`src/rtl/norflash_linebuf_pkg.sv`:
```
// norflash_linebuf_pkg
// Shared definitions for the NOR-flash single-line read buffer:
//   - state_e    : FSM state encoding (IDLE, FILL, RESP, HOLD)
//   - LINE_WORDS : number of 32-bit words in the buffered line
//   - WORD_IDX_W : width of a word index within the line
//   - SEL_ALL    : byte-select value used for every master access
//   - WORD_BYTES : master address step between consecutive words
package norflash_linebuf_pkg;

    typedef enum logic [1:0] {
        ST_IDLE = 2'd0,
        ST_FILL = 2'd1,
        ST_RESP = 2'd2,
        ST_HOLD = 2'd3
    } state_e;

    localparam int          LINE_WORDS = 4;
    localparam int          WORD_IDX_W = 2;
    localparam logic [3:0]  SEL_ALL    = 4'b1111;
    localparam logic [31:0] WORD_BYTES = 32'd4;

endpackage

```
`src/rtl/norflash_linebuf_store.sv`:
```
// norflash_linebuf_store
// Tag, valid bit and data words of the single buffered line.
// Ports:
//   clk, rst              : rising-edge clock, synchronous active-high reset
//   word_we/idx/dat       : write one data word of the line
//   tag_we/tag_dat        : write the line tag
//   valid_we/valid_dat    : write the valid bit (set or clear)
//   rd_idx / rd_dat       : combinational read of one data word
//   tag_o, valid_o        : current tag and valid bit
module norflash_linebuf_store
    import norflash_linebuf_pkg::*;
#(
    parameter int TAG_W = 19
) (
    input  logic                  clk,
    input  logic                  rst,
    input  logic                  word_we,
    input  logic [WORD_IDX_W-1:0] word_idx,
    input  logic [31:0]           word_dat,
    input  logic                  tag_we,
    input  logic [TAG_W-1:0]      tag_dat,
    input  logic                  valid_we,
    input  logic                  valid_dat,
    input  logic [WORD_IDX_W-1:0] rd_idx,
    output logic [31:0]           rd_dat,
    output logic [TAG_W-1:0]      tag_o,
    output logic                  valid_o
);

    logic [LINE_WORDS-1:0][31:0] words_q, words_d;
    logic [TAG_W-1:0]            tag_q, tag_d;
    logic                        valid_q, valid_d;

    always_comb begin
        words_d = words_q;
        tag_d   = tag_q;
        valid_d = valid_q;
        if (word_we) begin
            words_d[word_idx] = word_dat;
        end
        if (tag_we) begin
            tag_d = tag_dat;
        end
        if (valid_we) begin
            valid_d = valid_dat;
        end
    end

    // Clearing the words on reset discards any partially filled line.
    always_ff @(posedge clk) begin
        if (rst) begin
            words_q <= '0;
            tag_q   <= '0;
            valid_q <= 1'b0;
        end else begin
            words_q <= words_d;
            tag_q   <= tag_d;
            valid_q <= valid_d;
        end
    end

    assign rd_dat  = words_q[rd_idx];
    assign tag_o   = tag_q;
    assign valid_o = valid_q;

endmodule

```
`src/rtl/norflash_linebuf.sv`:
```
// norflash_linebuf
// One-line (16-byte) read buffer between a Wishbone slave port and a
// norflash16 master port. Reads that hit the line are answered in one cycle;
// misses fetch the whole line (4 words, ascending from the line base) first.
// Writes are acknowledged without touching flash and drop the line.
// Optional feature macro: NORFLASH_LINEBUF_STATS_EN enables the hit counter;
// without it hit_count_o is tied to zero and no counter register exists.
// Ports:
//   sys_clk, sys_rst : clock, synchronous active-high reset
//   wb_*             : Wishbone slave (CPU side)
//   m_*              : master towards norflash16
//   inv_i            : one-cycle pulse, invalidates the line
//   hit_count_o      : number of hit acks (stats build only)
//   dbg_state_o      : current FSM state, for observation
//
// Handshakes: a slave request is cyc&stb, sampled only in IDLE; the answer is
// a single-cycle wb_ack_o followed by a mandatory idle cycle (HOLD), so the
// requester must drop stb after seeing ack. On the master side m_stb_o stays
// high until m_ack_i is sampled, then drops for exactly one cycle before the
// next word is requested; m_cyc_o spans the whole four-word fill.
module norflash_linebuf
    import norflash_linebuf_pkg::*;
#(
    parameter int adr_width = 23
) (
    input  logic        sys_clk,
    input  logic        sys_rst,
    input  logic [31:0] wb_adr_i,
    output logic [31:0] wb_dat_o,
    input  logic        wb_cyc_i,
    input  logic        wb_stb_i,
    input  logic        wb_we_i,
    input  logic [3:0]  wb_sel_i,
    output logic        wb_ack_o,
    output logic [31:0] m_adr_o,
    input  logic [31:0] m_dat_i,
    output logic        m_cyc_o,
    output logic        m_stb_o,
    output logic [3:0]  m_sel_o,
    input  logic        m_ack_i,
    input  logic        inv_i,
    output logic [31:0] hit_count_o,
    output logic [1:0]  dbg_state_o
);

    localparam int TAG_W = adr_width - 4;

    state_e                state_q, state_d;
    logic [WORD_IDX_W-1:0] cnt_q, cnt_d;
    logic [WORD_IDX_W-1:0] req_word_q, req_word_d;
    logic [TAG_W-1:0]      req_tag_q, req_tag_d;
    logic                  inv_seen_q, inv_seen_d;
    logic                  abort_q, abort_d;
    logic                  ack_q, ack_d;
    logic [31:0]           dat_q, dat_d;
    logic                  m_cyc_q, m_cyc_d;
    logic                  m_stb_q, m_stb_d;
    logic [31:0]           m_adr_q, m_adr_d;

    logic                  st_word_we;
    logic                  st_tag_we;
    logic                  st_valid_we;
    logic                  st_valid_dat;
    logic [31:0]           st_rd_dat;
    logic [TAG_W-1:0]      st_tag;
    logic                  st_valid;

    logic                  rd_req;
    logic                  wr_req;
    logic                  line_hit;

    assign rd_req = wb_cyc_i & wb_stb_i & ~wb_we_i;
    assign wr_req = wb_cyc_i & wb_stb_i & wb_we_i;
    // An invalidate arriving together with a request wins: the request misses.
    assign line_hit = st_valid && (st_tag == wb_adr_i[adr_width-1:4]) && !inv_i;

    // Byte selects are ignored and address bits outside the window or below
    // word granularity carry no meaning here.
    logic unused_ok;
    assign unused_ok = ^{wb_sel_i, wb_adr_i[31:adr_width], wb_adr_i[1:0]};

    norflash_linebuf_store #(
        .TAG_W (TAG_W)
    ) u_store (
        .clk       (sys_clk),
        .rst       (sys_rst),
        .word_we   (st_word_we),
        .word_idx  (cnt_q),
        .word_dat  (m_dat_i),
        .tag_we    (st_tag_we),
        .tag_dat   (req_tag_q),
        .valid_we  (st_valid_we),
        .valid_dat (st_valid_dat),
        .rd_idx    (wb_adr_i[3:2]),
        .rd_dat    (st_rd_dat),
        .tag_o     (st_tag),
        .valid_o   (st_valid)
    );

    always_comb begin
        state_d      = state_q;
        cnt_d        = cnt_q;
        req_word_d   = req_word_q;
        req_tag_d    = req_tag_q;
        inv_seen_d   = inv_seen_q;
        abort_d      = abort_q;
        ack_d        = 1'b0;
        dat_d        = dat_q;
        m_cyc_d      = m_cyc_q;
        m_stb_d      = m_stb_q;
        m_adr_d      = m_adr_q;
        st_word_we   = 1'b0;
        st_tag_we    = 1'b0;
        st_valid_we  = 1'b0;
        st_valid_dat = 1'b0;

        // An invalidate pulse clears the line in any state; a fill in
        // progress additionally remembers it so it does not revalidate.
        if (inv_i) begin
            st_valid_we  = 1'b1;
            st_valid_dat = 1'b0;
        end

        unique case (state_q)
            ST_IDLE: begin
                if (wr_req) begin
                    st_valid_we  = 1'b1;
                    st_valid_dat = 1'b0;
                    ack_d        = 1'b1;
                    state_d      = ST_RESP;
                end else if (rd_req) begin
                    if (line_hit) begin
                        dat_d   = st_rd_dat;
                        ack_d   = 1'b1;
                        state_d = ST_RESP;
                    end else begin
                        // The words are about to be overwritten, so the old
                        // line must stop matching right away.
                        st_valid_we  = 1'b1;
                        st_valid_dat = 1'b0;
                        cnt_d        = '0;
                        req_word_d   = wb_adr_i[3:2];
                        req_tag_d    = wb_adr_i[adr_width-1:4];
                        inv_seen_d   = 1'b0;
                        abort_d      = 1'b0;
                        m_cyc_d      = 1'b1;
                        m_stb_d      = 1'b1;
                        m_adr_d      = {{(32-adr_width){1'b0}}, wb_adr_i[adr_width-1:4], 4'b0000};
                        state_d      = ST_FILL;
                    end
                end
            end

            ST_FILL: begin
                if (inv_i) begin
                    inv_seen_d = 1'b1;
                end
                if (!wb_cyc_i) begin
                    abort_d = 1'b1;
                end
                if (m_stb_q && m_ack_i) begin
                    st_word_we = 1'b1;
                    cnt_d      = cnt_q + 2'd1;
                    m_adr_d    = m_adr_q + WORD_BYTES;
                    m_stb_d    = 1'b0;
                    if (cnt_q == req_word_q) begin
                        dat_d = m_dat_i;
                    end
                    if (cnt_q == 2'd3) begin
                        m_cyc_d   = 1'b0;
                        st_tag_we = 1'b1;
                        if (!inv_seen_q && !inv_i) begin
                            st_valid_we  = 1'b1;
                            st_valid_dat = 1'b1;
                        end
                        // A requester that walked away gets no ack.
                        ack_d   = wb_cyc_i && !abort_q;
                        state_d = ST_RESP;
                    end
                end else if (!m_stb_q) begin
                    m_stb_d = 1'b1;
                end
            end

            ST_RESP: begin
                state_d = ST_HOLD;
            end

            ST_HOLD: begin
                state_d = ST_IDLE;
            end

            default: begin
                state_d = ST_IDLE;
            end
        endcase
    end

    always_ff @(posedge sys_clk) begin
        if (sys_rst) begin
            state_q    <= ST_IDLE;
            cnt_q      <= '0;
            req_word_q <= '0;
            req_tag_q  <= '0;
            inv_seen_q <= 1'b0;
            abort_q    <= 1'b0;
            ack_q      <= 1'b0;
            dat_q      <= '0;
            m_cyc_q    <= 1'b0;
            m_stb_q    <= 1'b0;
            m_adr_q    <= '0;
        end else begin
            state_q    <= state_d;
            cnt_q      <= cnt_d;
            req_word_q <= req_word_d;
            req_tag_q  <= req_tag_d;
            inv_seen_q <= inv_seen_d;
            abort_q    <= abort_d;
            ack_q      <= ack_d;
            dat_q      <= dat_d;
            m_cyc_q    <= m_cyc_d;
            m_stb_q    <= m_stb_d;
            m_adr_q    <= m_adr_d;
        end
    end

    assign wb_ack_o    = ack_q;
    assign wb_dat_o    = dat_q;
    assign m_cyc_o     = m_cyc_q;
    assign m_stb_o     = m_stb_q;
    assign m_adr_o     = m_adr_q;
    assign m_sel_o     = SEL_ALL;
    assign dbg_state_o = state_q;

`ifdef NORFLASH_LINEBUF_STATS_EN
    // Counts at the edge that launches a hit ack; wraps naturally at 2^32.
    logic        hit_ev;
    logic [31:0] hit_cnt_q, hit_cnt_d;

    assign hit_ev = (state_q == ST_IDLE) && rd_req && !wr_req && line_hit;

    always_comb begin
        hit_cnt_d = hit_cnt_q;
        if (hit_ev) begin
            hit_cnt_d = hit_cnt_q + 32'd1;
        end
    end

    always_ff @(posedge sys_clk) begin
        if (sys_rst) begin
            hit_cnt_q <= '0;
        end else begin
            hit_cnt_q <= hit_cnt_d;
        end
    end

    assign hit_count_o = hit_cnt_q;
`else
    assign hit_count_o = '0;
`endif

endmodule

```
`config.mk`:
```
export PLATFORM = sky130hd
export DESIGN_NAME = norflash_linebuf
export DESIGN_NICKNAME = d
export VERILOG_FILES = /design/src/rtl/norflash_linebuf_pkg.sv /design/src/rtl/norflash_linebuf_store.sv /design/src/rtl/norflash_linebuf.sv
export SDC_FILE = /design/constraint.sdc
export NUM_CORES = 1
export LEC_CHECK = 0
export ABC_AREA = 1
export BUFFER_PORTS_ARGS = -buffer_cell sky130_fd_sc_hd__buf_2
export CAP_MARGIN = 20
export CORE_MARGIN = 4
export CORE_UTILIZATION = 55
export CTS_BUF_LIST = sky130_fd_sc_hd__clkbuf_16
export DETAILED_ROUTE_END_ITERATION = 8
export GPL_ROUTABILITY_DRIVEN = 1
export HOLD_SLACK_MARGIN = 0.06
export PLACE_DENSITY = 0.83
export RECOVER_POWER = 25
export SYNTH_ARGS = -nofsm -noshare
export SYNTH_HDL_FRONTEND = slang
export SYNTH_HIERARCHICAL = 1
export SYNTH_SLANG_ARGS = --single-unit
export TNS_END_PERCENT = 10
```
`constraint.sdc`:
```
create_clock -name sys_clk -period 3.54 [get_ports sys_clk]
set_clock_uncertainty 0.05 [all_clocks]
set_input_delay 0.177 -clock sys_clk [delete_from_list [all_inputs] [get_ports sys_clk]]
set_output_delay 0.177 -clock sys_clk [all_outputs]
set_load 0.01 [all_outputs]
```
==> flow_metrics.py, run 1 <==
metrics = {
    "critical_path": {
        "critPathKind": "reg -> reg",
        "critPathMaxFanout": 33,
        "startpoint_type": "flip-flop",
        "critPathRequiredTime_ns": 3.88,
        "arrival_ns": 3.46,
        "end_kind": "flip-flop",
    },
    "logic_synthesis": {
        "seq_area_frac_synth_pct": 36.7,
        "yosys.area.top_type": "dfxtp_1",
        "synth.avg_cell_area_sq_um": 6.19,
        "synthDistinctLibCells": 36,
        "ys_warn_count": 6,
        "ys_ff_latch": 240,
        "netlist_top_cells_area": "dfxtp_1 37%, nand2_1 20%, nor2_1 10%",
        "syn_inst": 2112,
        "synth.top_cell.area_share_pct": 36.7,
        "synth_area_sq_mm": 0.0131,
    },
    "run_status": {
        "outcome": "finished clean",
    },
    "routing": {
        "ant_nets": 0,
        "finalWirelength_um": 35700,
        "drt_drc_violations_left": 0,
        "drt-initial-drc-count": 1323,
        "num_vias": 13205,
        "dr.pass1.iters": 5,
        "routed_via_density": 5.18,
        "wl_per_cell_um": 14.0,
    },
    "finish": {
        "stdcell_area_sq_mm": 0.0147,
        "nets": 2293,
        "drive_gt1_share_pct": 6.41,
        "areaGrowthSynthToFinish_pct": 12.7,
        "layout_commonest_cell": "nand2_1",
        "num_antenna_cells": 0,
        "mostFrequentLayoutCells": "687 x nand2_1, 358 x nor2_1, 240 x dfxtp_1, 232 x inv_1, 111 x nand3_1",
    },
    "die": {
        "coreArea_sq_mm": 0.0234,
        "initial_utilization_pct": 55.9,
        "ios": 180,
        "rows": 56,
        "dieArea_sq_mm": 0.0263,
        "die_w_um": 162,
        "dieHeight_um": 162,
    },
    "timing": {
        "relSlewSlack_pct": 27.9,
        "setup_violations": 0,
        "finalCriticalPeriod_ns": 3.12,
        "grt_setup_unrepaired": "no",
        "fin_tns_setup_ns": 0,
        "post-route-period-util_pct": 88.0,
        "max_freq_mhz": 321,
        "tightest_slew_ns": 1.08,
        "drv_slew": 0,
        "hold_viol": 0,
    },
    "place": {
        "numPortBuffers": 126,
        "dp_hpwl_um": 21900,
        "globalplace.congestion": 0.928,
        "place_area_sq_mm": 0.0135,
    },
    "clocking": {
        "cts_buffers": 26,
        "cts.sinks": 240,
        "cts-root-buf": "clkbuf_16",
        "clockBufferDepth": 3,
        "clk_pin_slew_ns": 0.06,
        "cts_setup_buffers": 0,
        "cts_tree": "yes",
        "clk_latency_ns": 0.54,
        "htreeDepth": 1,
    },
    "worst_hold_path": {
        "min_path_type": "in -> reg",
    },
    "global_route": {
        "grt_max_degree": 113,
        "grt_use_total_pct": 26.1,
        "grt_pass1_vias": 11974,
        "antenna_found_initial": 0,
        "grt_pass1_wl_um": 58100,
        "grt_remaining_overflow": 0,
    },
    "power_and_ir_drop": {
        "p_leak_nw": 7.27,
        "peakVddDrop_uv": 415,
        "powerDensity_mw_per_mm2": 570,
    },
    "flow_run": {
        "maxCapViolations": 0,
    },
}
[routing by layer]
metal	share of wire, %	vias up	wire length [um]	GRT usage (%)
li1	-	6663	-	-
met1	42	5974	15200	33.7
met2	47	484	17000	44.7
met3	6.9	84	2470	3.93
met4	3.2	0	1150	9.03
met5	0	-	0	0
[report_power, final]
part	leakage, nW	internal [mW]	total, mW	switching, mW
logic	4.92	0.773	2.59	1.81
registers	1.94	2.97	3.23	0.257
clock network	0.412	1.48	2.59	1.11
total	7.27	5.22	8.40	3.18
[kinds of logic after synthesis]
logic type	count (synthesis)	share of synthesized area, %
AND/OR/NAND/NOR	1226	37.9
adder cells (fa/ha/maj)	5	0.478
XOR/XNOR	10	0.670
flip-flops	240	36.7
other	2	0.0574
AO/OA/AOI/OAI	224	9.92
buffers and inverters	405	14.2
[cells in the mapped netlist, drive strengths merged]
| master | n |
|---|---|
| nand2 | 689 |
| nor2 | 363 |
| inv | 242 |
| dfxtp | 240 |
| buf | 121 |
| nand3 | 116 |
| a21oi | 104 |
| o211ai | 67 |
| o21ai | 49 |
| nand4 | 41 |
| clkbuf | 39 |
| nor3 | 11 |
| xor2 | 7 |
| ha | 5 |
| clkinv | 3 |
| xnor2 | 3 |
| conb | 2 |
| nor2b | 2 |
| a21boi | 1 |
| a22oi | 1 |
| a31oi | 1 |
| and2 | 1 |
| nor3b | 1 |
| nor4 | 1 |
| o21a | 1 |
| or2 | 1 |
[what timing repair did]
| action | 4_1_cts | 5_1_grt |
|---|---|---|
| hold endpoints to repair | 193 | 0 |
| setup endpoints to repair | 0 | 0 |
| gates resized for setup | 0 | 0 |
| hold buffers | 54 | 0 |
[critical path, stage by stage, from the launching register on]
cell,delay [ns]
dfxtp_1,0.39
inv_1,0.09
ha_1,0.21
inv_1,0.45
nor2_1,0.19
nor4_4,0.30
buf_4,0.42
nand2_2,0.54
nand2_1,0.23
a21oi_1,0.09
[path summary, 6_finish.rpt]
check,startpoint,end,slack (ns),depth (start not counted)
hold reg to reg,abort_q,abort_q,0.41,2
setup reg to reg,dbg_state_o[1],wb_dat_o[25],0.42,9
setup / recovery,dbg_state_o[1],wb_dat_o[25],0.42,9
hold / removal,wb_we_i,wb_ack_o,0.18,5
[sequential cells by signal (all words and copies together) (netlist names)]
signal and flops:
dbg_state_o 2, wb_ack_o 1, u_store/valid_o 1, cnt_q 2
wb_dat_o 32, u_store/words_q 128, req_word_q 2, m_stb_o 1
m_cyc_o 1, req_tag_q 19, u_store/tag_o 19, m_adr_o 30
abort_q 1, inv_seen_q 1
[through the flow]
stage,hold slack [ns],instances,total power [mW],utilization [%],setup WS [ns]
final,0.180,2550,8.40,63.0,0.424
after global routing,0.173,2550,8.92,63.0,0.210
after CTS,0.135,2550,8.47,63.4,0.515
after detailed placement,0.398,2450,5.83,57.6,0.589
after global placement,0.395,2450,5.76,57.6,0.763
after floorplan,0.262,2148,5.14,-,1.30
[layout make-up]
type | instances | area [sq um]
Tap cell | 319 | 399
Fill cell | 2203 | 8660
Timing Repair Buffer | 197 | 1240
Clock buffer | 26 | 651
Sequential cell | 240 | 4800
Multi-Input combinational cell | 1503 | 6570
Inverter | 245 | 922
Clock inverter | 20 | 155
No activity file was read; power rests on OpenSTA's default activity.
==> inputs of run 2 (changes only) <==
==> constraint.sdc (replaced) <==
create_clock -name sys_clk -period 3.3 [get_ports sys_clk]
set_clock_uncertainty 0.05 [all_clocks]
set_input_delay 0.165 -clock sys_clk [delete_from_list [all_inputs] [get_ports sys_clk]]
set_output_delay 0.165 -clock sys_clk [all_outputs]
set_load 0.01 [all_outputs]
==> run 2 against run 1 <==
The flow now finishes with violations (capacitance limit, slew limit). Final cell count up 0.67%. Via count up 0.49%. Setup slack worse by 0.13 ns.
==> flow_metrics.py, run 2 (synthesis gave the netlist of run 1 again) <==
metrics = {
    "run_status": {
        "outcome": "finished with violations",
        "violations": "capacitance limit, slew limit",
    },
    "routing": {
        "drt-initial-drc-count": 1204,
        "num_vias": 13270,
        "routed_via_density": 5.17,
        "ant_nets": 0,
        "finalWirelength_um": 36200,
        "dr.pass1.iters": 5,
        "drt_drc_violations_left": 0,
        "wl_per_cell_um": 14.1,
    },
    "clocking": {
        "cts-root-buf": "clkbuf_16",
        "clockBufferDepth": 3,
        "cts.sinks": 240,
        "cts_tree": "yes",
        "cts_resized": 0,
        "cts_hold_buf": 59,
        "htreeDepth": 1,
        "clk_pin_slew_ns": 0.06,
        "clk_latency_ns": 0.54,
        "cts_setup_buffers": 0,
        "cts_buffers": 27,
    },
    "finish": {
        "drive_gt1_share_pct": 6.63,
        "area.sequential_sq_mm": 0.00480,
        "mostFrequentLayoutCells": "687 x nand2_1, 359 x nor2_1, 240 x dfxtp_1, 235 x inv_1, 111 x nand3_1",
        "finish.utilization_pct": 63.6,
        "largest_register": "u_store/words_q",
        "largest_reg_flops": 128,
        "stdcell_area_sq_mm": 0.0149,
        "multi_input_area_sq_mm": 0.00656,
        "nets": 2306,
        "areaGrowthSynthToFinish_pct": 13.9,
        "n_fill_cell": 2201,
        "layout_commonest_cell": "nand2_1",
    },
    "critical_path": {
        "cp_num_buf_inv": 4,
        "crit_start": "dbg_state_o[1]",
        "crit_slowest_cell": "nand2_2",
        "critPathMaxFanout": 33,
        "critPathKind": "reg -> reg",
        "max_stage_delay_ns": 0.55,
        "crit_chain": "inv_1, ha_2, inv_2, buf_4, a21oi_1, nor4_4, buf_4, nand2_2, nand2_1, a21oi_1",
        "end_kind": "flip-flop",
        "critPathRequiredTime_ns": 3.67,
        "crit_cells": 10,
        "startpoint_type": "flip-flop",
        "worstReg2RegStart": "dbg_state_o[1]",
        "arrival_ns": 3.37,
        "r2r_cells": 10,
        "crit_family": "buffers and inverters",
    },
    "timing": {
        "fin_tns_setup_ns": 0,
        "drv_slew": 97,
        "finalCriticalPeriod_ns": 3.01,
        "setup_violations": 0,
        "post-route-period-util_pct": 91.1,
        "max_freq_mhz": 333,
        "tightest_slew_ns": 1.65,
        "grt_setup_unrepaired": "no",
        "hold_slack_ns": 0.171,
        "relSlewSlack_pct": -10.2,
        "hold_viol": 0,
    },
    "die": {
        "initial_utilization_pct": 55.9,
        "die_w_um": 162,
        "dieHeight_um": 162,
        "rows": 56,
        "dieArea_sq_mm": 0.0263,
        "coreArea_sq_mm": 0.0234,
        "ios": 180,
    },
    "global_route": {
        "use_met2_pct": 45.1,
        "grt_use_total_pct": 26.3,
        "grt_pass1_vias": 12135,
        "antenna_found_initial": 1,
        "grt_max_degree": 129,
        "grt_most_used_layer": "met2",
        "grt_use_met1_pct": 33.8,
        "gr-usage-met3_pct": 4.24,
        "grt_pass1_wl_um": 58900,
        "grt_remaining_overflow": 0,
    },
    "power_and_ir_drop": {
        "clkPwrFrac_pct": 31.9,
        "powerDensity_mw_per_mm2": 620,
        "p_leak_nw": 7.37,
        "power_frac_comb_pct": 30.5,
        "swShare_pct": 37.6,
        "p_switching_mw": 3.47,
        "peakVddDrop_uv": 452,
        "seq_power_share_pct": 37.6,
        "intPower_mw": 5.77,
    },
    "place": {
        "place_area_sq_mm": 0.0135,
        "globalplace.congestion": 0.928,
        "numPortBuffers": 126,
        "dp_hpwl_um": 22100,
    },
    "worst_hold_path": {
        "min_path_type": "in -> reg",
        "hold_start": "wb_we_i",
        "min_delay_path_depth": 5,
    },
    "flow_run": {
        "maxCapViolations": 2,
    },
}
==> run 2: changes by cell type in the layout (fill, tap and decap cells not counted), moves of 2 or more <==
| cell | delta |
|---|---|
| clkinvlp_4 | -2 |
| clkinv_2 | -3 |
| inv_1 | +3 |
| dlygate4sd3_1 | +5 |
| buf_4 | +5 |
| clkinv_1 | +2 |
==> run 2: power by group through the flow <==
stage	clock network, mW	logic (mW)	registers, mW
after floorplan	0	1.96	3.55
after global placement	0	2.68	3.51
after global routing	3.12	3.16	3.51
after CTS	2.99	2.84	3.46
final	2.94	2.82	3.47
after detailed placement	0	2.75	3.52
==> run 2: cell type report <==
class	count	share of cell area, %
Antenna cell	1	0.0168
Clock buffer	27	4.54
Clock inverter	23	1.28
Inverter	245	6.19
Multi-Input combinational cell	1503	44.0
Sequential cell	240	32.3
Tap cell	319	2.68
Timing Repair Buffer	209	9.00
==> run 2: final timing paths <==
| kind | slack, ns | to |
|---|---|---|
| worst min register to register | 0.41 | wb_dat_o[23] |
| worst min-delay path | 0.17 | wb_ack_o |
| worst max-delay path | 0.29 | wb_dat_o[10] |
| worst max register to register | 0.29 | wb_dat_o[10] |
==> run 2: per-stage QoR <==
stage          std cells  power, mW  setup slack (ns)
6_report            2567       9.24             0.294
5_1_grt             2567       9.78            0.0653
4_1_cts             2566       9.28             0.381
3_5_place_dp        2457       6.26             0.396
3_3_place_gp        2457       6.19             0.522
2_1_floorplan       2148       5.51              1.06
==> run 2: metal layers <==
| metal | routed length, um | vias to the layer above |
|---|---|---|
| met5 | 0 | - |
| met3 | 2750 | 80 |
| li1 | - | 6705 |
| met1 | 15000 | 5978 |
| met2 | 17300 | 507 |
| met4 | 1210 | 0 |
==> run 2: worst min-delay path, stage by stage <==
cell and delay (ns):
buf_2 0.10, inv_2 0.04, nand2_1 0.14, nor3_1 0.08, o21a_1 0.18
